File: config.mk
export PLATFORM = sky130hd
export DESIGN_NAME = seq_detect_param_flat
export DESIGN_NICKNAME = d
export VERILOG_FILES = /design/src/rtl/seq_pkg.sv /design/src/rtl/seq_detect_param_if.sv /design/src/rtl/seq_shreg.sv /design/src/rtl/seq_detect_param.sv /design/src/flat_wrapper.sv
export SDC_FILE = /design/constraint.sdc
export NUM_CORES = 1
export LEC_CHECK = 0
export ABC_CLOCK_PERIOD_IN_PS = 5830
export CAP_MARGIN = 40
export CORE_MARGIN = 4
export CORE_UTILIZATION = 42
export DETAILED_ROUTE_END_ITERATION = 12
export DONT_BUFFER_PORTS = 1
export PLACE_DENSITY = 0.65
export SYNTH_ARGS = -nofsm -noshare
export SYNTH_HDL_FRONTEND = slang
export SYNTH_HIERARCHICAL = 1
export SYNTH_SLANG_ARGS = --single-unit
File: constraint.sdc
create_clock -name clk -period 5.83 [get_ports clk]
set_input_delay 0.583 -clock clk [delete_from_list [all_inputs] [get_ports clk]]
set_output_delay 0.583 -clock clk [all_outputs]
set_load 0.05 [all_outputs]
File: src/rtl/seq_pkg.sv
// Shared definitions for the parameterised serial sequence detector.
package seq_pkg;

    typedef enum logic {
        FILL  = 1'b0,
        ARMED = 1'b1
    } seq_state_t;

    localparam logic OVERLAP_ON  = 1'b1;
    localparam logic OVERLAP_OFF = 1'b0;

    // Fill-counter width able to hold the value pattern_w itself.
    function automatic int unsigned fill_width(input int unsigned pattern_w);
        return $clog2(pattern_w + 1);
    endfunction

endpackage

File: src/rtl/seq_detect_param_if.sv
// Data, control and result signals of the sequence detector.
interface seq_detect_param_if #(
    parameter int unsigned PATTERN_W = 4,
    parameter int unsigned COUNT_W   = 8
);
    logic                 en;
    logic                 w;
    logic                 clear;
    logic [PATTERN_W-1:0] pattern;
    logic                 overlap;
    logic                 out;
    logic [COUNT_W-1:0]   match_count;

    modport master (
        output en, w, clear, pattern, overlap,
        input  out, match_count
    );

    modport slave (
        input  en, w, clear, pattern, overlap,
        output out, match_count
    );
endinterface

File: src/rtl/seq_shreg.sv
// Left-shifting history register; new bit enters at the LSB.
module seq_shreg #(
    parameter int unsigned WIDTH = 4
) (
    input  logic             clk,
    input  logic             rst_n,
    input  logic             en,
    input  logic             clr,
    input  logic             din,
    output logic [WIDTH-1:0] q
);
    always_ff @(posedge clk or negedge rst_n) begin
        if (!rst_n) begin
            q <= '0;
        end else if (clr) begin
            q <= '0;
        end else if (en) begin
            q <= {q[WIDTH-2:0], din};
        end
    end
endmodule

File: src/rtl/seq_detect_param.sv
// Serial pattern detector with overlap mode and saturating match counter.
module seq_detect_param
    import seq_pkg::*;
#(
    parameter int unsigned          PATTERN_W   = 4,
    parameter int unsigned          COUNT_W     = 8,
    parameter logic [PATTERN_W-1:0] PATTERN_RST = PATTERN_W'(4'b1011)
) (
    input logic               clk,
    input logic               rst_n,
    seq_detect_param_if.slave bus
);
    localparam int unsigned          FILL_W   = fill_width(PATTERN_W);
    localparam logic [FILL_W-1:0]    FILL_MAX = FILL_W'(PATTERN_W);

    seq_state_t           state_q, state_next;
    logic [FILL_W-1:0]    fill_q, fill_next, fill_post;
    logic [PATTERN_W-1:0] hist, hist_post;
    logic [PATTERN_W-1:0] pat_q;
    logic [COUNT_W-1:0]   cnt_q;
    logic                 out_q;
    logic                 match;

    seq_shreg #(.WIDTH(PATTERN_W)) u_shreg (
        .clk   (clk),
        .rst_n (rst_n),
        .en    (bus.en),
        .clr   (bus.clear),
        .din   (bus.w),
        .q     (hist)
    );

    always_ff @(posedge clk or negedge rst_n) begin
        if (!rst_n) begin
            state_q <= FILL;
            fill_q  <= '0;
        end else begin
            state_q <= state_next;
            fill_q  <= fill_next;
        end
    end

    // Match is judged on the post-shift view of history and fill.
    always_comb begin
        state_next = state_q;
        fill_next  = fill_q;
        fill_post  = fill_q;
        hist_post  = {hist[PATTERN_W-2:0], bus.w};
        match      = 1'b0;
        if (bus.clear) begin
            fill_next  = '0;
            state_next = FILL;
        end else if (bus.en) begin
            fill_post = (state_q == ARMED) ? FILL_MAX : fill_q + 1'b1;
            match     = (hist_post == pat_q) && (fill_post == FILL_MAX);
            if (match && (bus.overlap == OVERLAP_OFF)) begin
                fill_next = '0;
            end else begin
                fill_next = fill_post;
            end
            state_next = (fill_next == FILL_MAX) ? ARMED : FILL;
        end
    end

    always_ff @(posedge clk or negedge rst_n) begin
        if (!rst_n) begin
            pat_q <= PATTERN_RST;
            cnt_q <= '0;
            out_q <= 1'b0;
        end else if (bus.clear) begin
            pat_q <= bus.pattern;
            cnt_q <= '0;
            out_q <= 1'b0;
        end else begin
            out_q <= match;
            if (match && (cnt_q != '1)) begin
                cnt_q <= cnt_q + 1'b1;
            end
        end
    end

    assign bus.out         = out_q;
    assign bus.match_count = cnt_q;
endmodule

File: src/flat_wrapper.sv
// flat-port wrapper written by rule: the top's interface ports become plain ports
module seq_detect_param_flat import seq_pkg::*;
#(
    parameter int unsigned          PATTERN_W   = 4,
    parameter int unsigned          COUNT_W     = 8,
    parameter logic [PATTERN_W-1:0] PATTERN_RST = PATTERN_W'(4'b1011)
)
  (clk, rst_n, bus_en, bus_w, bus_clear, bus_pattern, bus_overlap, bus_out, bus_match_count);
  seq_detect_param_if #(.PATTERN_W(PATTERN_W), .COUNT_W(COUNT_W)) bus_i ();
  input logic clk;
  input logic rst_n;
  input wire logic [$bits(bus_i.en)-1:0] bus_en;
  input wire logic [$bits(bus_i.w)-1:0] bus_w;
  input wire logic [$bits(bus_i.clear)-1:0] bus_clear;
  input wire logic [$bits(bus_i.pattern)-1:0] bus_pattern;
  input wire logic [$bits(bus_i.overlap)-1:0] bus_overlap;
  output wire logic [$bits(bus_i.out)-1:0] bus_out;
  output wire logic [$bits(bus_i.match_count)-1:0] bus_match_count;
  assign bus_i.en = bus_en;
  assign bus_i.w = bus_w;
  assign bus_i.clear = bus_clear;
  assign bus_i.pattern = bus_pattern;
  assign bus_i.overlap = bus_overlap;
  assign bus_out = bus_i.out;
  assign bus_match_count = bus_i.match_count;
  seq_detect_param #(.PATTERN_W(PATTERN_W), .COUNT_W(COUNT_W), .PATTERN_RST(PATTERN_RST)) u_core (.clk(clk), .rst_n(rst_n), .bus(bus_i));
endmodule
# == Word level (Yosys, flattened, before mapping) ==
# Index checks and enable logic that the tools add are counted.
# op_classes
n_addsub,2
n_eq_ne,4
muxes,16
bitwise,1
n_reduce_logical,5
# op_table
cell,count
3-bit 2-to-1 mux,8
8-bit 2-to-1 mux,2
8-bit by 1-bit adder with 8-bit output (second input constant),1
8-bit inequality test (second input constant),1
3-bit == test (second input constant),2
1-bit 2-to-1 mux,6
4-bit == test,1
2-bit nonzero test,2
3-bit by 1-bit adder with 3-bit output (second input constant),1
1-bit logical AND,3
1-bit inverter,1
# word_totals
ff_bits,20
in_bits,10
wordCells,34

# == Longest topological paths before layout ==
# Gate-level depths: netlist (run 1).
# logic_depth
word_depth,12
ltp_mapped,7

# == Hierarchy ==
# The synthesis (run 1) kept the hierarchy.
# by_module_without_submodules
module,n_inst,cells_each,area_each_um2
seq_detect_param,1,84,872.1
seq_shreg,1,13,160.2

# == Worst setup path before layout (run 1) ==
# OpenSTA, ideal clock, no wires.
# synth_path
kind,reg2reg
start,"register u_core.cnt_q[0], in the netlist u_core/bus.match_count[0]"
end,"register u_core.cnt_q[7], in the netlist u_core/bus.match_count[7]"
setup_ns,0.125
arrival_ns,1.931
t_required_ns,5.705
setup_slack_ns,3.774
stages_incl_launch_ff,7
path_buffers,0
path_cell_list,dfrtp_1 > ha_1 > nand3_1 > nor2_1 > nor3_1 > nand4_1 > mux2_2
# synth_via
elab_chain_cells,3
elab_cells_between_ends,6
# synth_rtl
item,line,text
from (decl),seq_detect_param.sv:20,logic [COUNT_W-1:0] cnt_q;
from (signal assigned),seq_detect_param.sv:77,cnt_q <= cnt_q + 1'b1;
8-bit by 1-bit adder with 8-bit output or 8-bit inequality test (tied branches),"seq_detect_param.sv:77, seq_detect_param.sv:76",
8-bit 2-to-1 mux or 1-bit logical AND (tied branches),seq_detect_param.sv:76,if (match && (cnt_q != '1)) begin
8-bit 2-to-1 mux or 2-bit nonzero test (tied branches),n/a,
# Parallel ways exist; a longest one is shown, timed or not. The select of a mux whose other input is x is not followed.
# A chain may end at the register's enable or synchronous reset.

# == Worst setup path after layout (run 1) ==
# Same ends and word-level chain as after synthesis.

==> flow_summary.toml, run 1 <==
[status]
run_status = "completed"

[clock_tree]
h-tree-depth = 1
cts_root_buf = "clkbuf_4"
ctsLongestPathBuffers = 2
hold_buffers = 1
clk_latency_ns = 0.30
clk_pin_slew_ns = 0.12
cts_tree = "done"
numCtsBuffers = 3
cts_resized = 0
post_cts_buffers = 0
clock-sinks = 20

[power_and_ir_drop]
ir_drop_v = 0.0000966
p_per_area_nw_per_um2 = 233
power.leakage_nw = 0.449

[cells_and_area]
area.growth.synth_to_final_pct = 6.17
nNetsFinal = 109
n_antenna_cell = 0
drive_gt1_frac = 0.167

[flow_run]
drv_cap = 0

[sta]
drv_slew = 0
period_share = 0.400
fin_hold_ws_ns = 0.104
worstMarginPinSlew_ns = 0.785
rsz0062_at_grt = "no"
finalHoldViolCount = 0
slew_headroom = 0.475
max_freq_ghz = 0.429
setup_violations = 0
tns_ns = 0
fin_crit_ns = 2.33
fin_skew_ns = 0.0104

[logic_synthesis]
synthCells = 94
syn_area_um2 = 993
syn_nets = 106
avgSynthCellArea_um2 = 10.6
yosys_warnings = 6

[routing]
postRouteWirelength_um = 1990
drc = 0
firstDrtPassIters = 4
routed_via_density = 5.94
first_iter_violations = 8
post_drt_wl_per_cell_um = 16.0
postRouteAntennaNets = 0
via_count = 737

[placed_design]
gp_congestion = 0.804
port_buffers = 0
hpwl_um = 1390

[global_routing]
grt_first_pass_wirelength_um = 3320
antenna_found_initial = 0
grt_start_max_net_pins = 18
grt_overflow_total = 0
grt_pass1_vias = 783
grt.total_usage = 0.132

[critical_path]
r2r.worst_path.cells = 6
crit_type = "register to register"
critPathCaptureType = "register"
worstPathMaxFanout = 8
crit_path_start_kind = "register"
cp.arrival_ns = 2.52
cp_data_required_time_ns = 6.02

[die]
io_pins = 19
rows = 17
core-area_um2 = 2230
die_width_um = 56.6
fp.dieArea_um2 = 3210
die_y_um = 56.6
start_util = 0.445

[worst_hold_path]
hp-class = "primary input to async pin"
==> power breakdown <==
group	internal, mW	switching [mW]
sequential	0.145	0.00348
clock	0.0381	0.0424
combinational	0.00932	0.00804
==> metrics by stage <==
step                      cells  setup slack (ns)  instance area (um2)  power [mW]   util
after global placement      119              3.65                 1010       0.165  0.452
after floorplan              94              3.77                  993       0.165      -
after global routing        124              3.35                 1050       0.262  0.472
final                       124              3.50                 1050       0.246  0.472
after CTS                   124              3.52                 1050       0.250  0.472
after detailed placement    119              3.54                 1010       0.166  0.452
==> cell usage in the layout (no fill, tap or decap), types with 4 or more instances in the layout <==
cell type	instances
xnor2_1	4
dfrtp_1	17
nand3_1	4
nor2_1	7
mux2_2	5
nand2_1	5
a21oi_1	6
o21ai_0	6
==> registers in the layout, summed over array words and instances (netlist names) <==
| name | flops |
|---|---|
| u_core/fill_q | 3 |
| u_core/bus.match_count | 8 |
| u_core/bus.out | 1 |
| u_core/pat_q | 4 |
| u_core/state_q | 1 |
| u_core/u_shreg/q | 3 |
==> layout make-up <==
| class | instances | area (um2) |
|---|---|---|
| fill | 223 | 1180 |
| sequential | 20 | 504 |
| multi-input combinational | 68 | 458 |
| clock buffer | 4 | 36.3 |
| tap | 28 | 35.0 |
| inverter | 3 | 11.3 |
| timing repair buffer | 1 | 10.0 |
==> critical path, stage by stage (launching register included) <==
cell and delay (ns):
dfrtp_1 0.72, ha_1 0.27, nand3_1 0.17, nor2_1 0.41, nor3_1 0.17, nand4_1 0.13, mux2_2 0.34
==> metal layers <==
layer | GRT usage | wire length, um | up-vias
li1 | - | - | 344
met1 | 0.162 | 917 | 370
met2 | 0.206 | 946 | 21
met3 | 0.0322 | 108 | 2
met4 | 0.0780 | 12 | 0
met5 | 0 | 0 | -
==> path summary, 6_finish.rpt <==
check / start / endpoint / slack [ns]
worst min-delay path: rst_n / u_core/pat_q[0]$_DFFE_PN1P_ / 0.10
worst min register to register: u_core/pat_q[2]$_DFFE_PN0P_ / u_core/pat_q[2]$_DFFE_PN0P_ / 0.55
worst max-delay path: u_core/bus.match_count[0]$_DFFE_PN0P_ / u_core/bus.match_count[7]$_DFFE_PN0P_ / 3.50
min in group clk: bus_clear / u_core/bus.match_count[1]$_DFFE_PN0P_ / 0.33
max in group asynchronous: rst_n / u_core/bus.match_count[7]$_DFFE_PN0P_ / 4.54
worst max register to register: u_core/bus.match_count[0]$_DFFE_PN0P_ / u_core/bus.match_count[7]$_DFFE_PN0P_ / 3.50
No activity file was read; power rests on OpenSTA's default activity.
==> inputs of run 2 (changes only) <==
- ABC_CLOCK_PERIOD_IN_PS: 5830 -> 2150
- clock period: 5.83 -> 2.15 ns (I/O delays scaled with it)
==> run 2 against run 1 <==
- hold slack worse by 0.052 ns
- sequential cell count unchanged
- global-route usage up 0.61 points
- critical path type unchanged
- largest power group unchanged
- critical endpoint unchanged
==> flow_summary.toml, run 2 (synthesis gave the netlist of run 1 again) <==
[status]
run_status = "completed"

[sta]
drv_slew = 0
slew_headroom = 0.703
period_share = 0.952
fin_skew_ns = 0.00557
rsz0062_at_grt = "no"
setup_violations = 0
tns_ns = 0
finalHoldViolCount = 0
max_freq_ghz = 0.489
fin_crit_ns = 2.05
worstMarginPinSlew_ns = 0.446

[routing]
via_count = 765
drc = 0
firstDrtPassIters = 4
post_drt_wl_per_cell_um = 14.8
postRouteWirelength_um = 2000
routed_via_density = 5.67
first_iter_violations = 20
postRouteAntennaNets = 0

[critical_path]
worstPathMaxFanout = 11
crit_chain = "ha_1, xor2_1, o211ai_1, or3_4, inv_1, nand4_1, mux2_2"
crit_slowest_cell = "or3_4"
cp_data_required_time_ns = 2.35
crit_path_start_kind = "register"
r2r.worst_path.cells = 7
critPathCaptureType = "register"
crit_type = "register to register"
cp.depth = 7
cp_num_buf_inv = 1
critPathMaxStageDelay_ns = 0.46
crit_family = "simple AND/OR/NAND/NOR gates"
cp.arrival_ns = 2.25

[clock_tree]
clock-sinks = 20
clk_pin_slew_ns = 0.12
clk_latency_ns = 0.30
post_cts_buffers = 0
ctsLongestPathBuffers = 2
h-tree-depth = 1
cts_root_buf = "clkbuf_4"
cts_tree = "done"
numCtsBuffers = 3

[global_routing]
antenna_found_initial = 0
grt_start_max_net_pins = 21
grt_pass1_vias = 775
grt_first_pass_wirelength_um = 3440
grt.total_usage = 0.138
grt_overflow_total = 0

[die]
core-area_um2 = 2230
io_pins = 19
rows = 17
die_y_um = 56.6
die_width_um = 56.6
fp.dieArea_um2 = 3210
start_util = 0.445

[power_and_ir_drop]
total_power_mw = 0.766
ir_drop_v = 0.000597
combPwrFrac = 0.076
clock_power_share = 0.400
p_per_area_nw_per_um2 = 655
p_int_mw = 0.612
power.leakage_nw = 0.518
p_sw_frac = 0.201
power.switching_mw = 0.154
power_frac_seq = 0.524

[cells_and_area]
final_cell_mix = "dfrtp_1, buf_4, nor2_1"
largest_reg_flops = 8
final.fill_count = 216
drive_gt1_frac = 0.252
layout_commonest_cell = "dfrtp_1"
final_util = 0.523
nNetsFinal = 120
n_antenna_cell = 0
area.growth.synth_to_final_pct = 17.6

[worst_hold_path]
min_path_cells = 1
hp-class = "primary input to register"

[flow_run]
drv_cap = 0

[placed_design]
port_buffers = 0
hpwl_um = 1410
gp_congestion = 0.808
-- run 2: cell count changes in the layout (fill, tap and decap cells not counted), sizes merged --
cell         previous run  this run
bufinv                  0         1
clkbuf                  4         3
dlygate4sd3             1         2
buf                     0        10
-- run 2: per-stage QoR --
step,hold slack (ns),cell area [um2],setup slack [ns],cells
floorplan,-0.0806,993,0.0942,94
global placement,-0.0799,1080,0.0845,128
detailed placement,-0.0798,1080,0.0515,128
CTS,0.0396,1150,0.105,134
global route,0.0273,1170,0.00769,135
finish,0.0527,1170,0.103,135
-- run 2: repair_timing --
item | in CTS | in global routing
setup endpoints to repair | 1 | 0
hold endpoints to repair | 27 | 0
hold buffers | 2 | 0
resized for setup | 1 | 0
-- run 2: final timing paths --
path	from	to	slack (ns)
max	u_core/fill_q[0]$_DFFE_PN0P_	u_core/bus.match_count[7]$_DFFE_PN0P_	0.10
min	bus_pattern[2]	u_core/pat_q[2]$_DFFE_PN0P_	0.05
max reg2reg	u_core/fill_q[0]$_DFFE_PN0P_	u_core/bus.match_count[7]$_DFFE_PN0P_	0.10
min reg2reg	u_core/pat_q[2]$_DFFE_PN0P_	u_core/pat_q[2]$_DFFE_PN0P_	0.54
max in group asynchronous	rst_n	u_core/pat_q[0]$_DFFE_PN1P_	1.58
min in group asynchronous	rst_n	u_core/bus.match_count[4]$_DFFE_PN0P_	0.15
-- run 2: routing by layer --
metal	global-route usage	vias to the layer above	part of all wire
li1	-	367	-
met1	0.165	358	0.43
met2	0.229	36	0.48
met3	0.0368	4	0.071
met4	0.0610	0	0.015
met5	0	-	0
-- run 2: area by class of cell --
| class | count | area (um2) | share of cell area |
|---|---|---|---|
| flip-flops and latches | 20 | 504 | 0.431 |
| multi-input cells | 68 | 463 | 0.396 |
| repair buffers | 12 | 103 | 0.0878 |
| well taps | 28 | 35.0 | 0.0300 |
| clock inverters | 1 | 30.0 | 0.0257 |
| clock buffers | 3 | 22.5 | 0.0193 |
| inverters | 3 | 11.3 | 0.00964 |
-- run 2: power groups by stage --
stage               logic [mW]  clock network [mW]  registers, mW
floorplan               0.0390                   0          0.407
global placement        0.0419                   0          0.408
detailed placement      0.0429                   0          0.409
CTS                     0.0559               0.318          0.402
global route            0.0663               0.333          0.403
finish                  0.0580               0.307          0.401
-- run 2: worst reg2reg max path, cell delays in order (launching register included) --
cell,delay [ns]
dfrtp_1,0.41
ha_1,0.21
xor2_1,0.17
o211ai_1,0.12
or3_4,0.46
inv_1,0.16
nand4_1,0.12
mux2_2,0.29
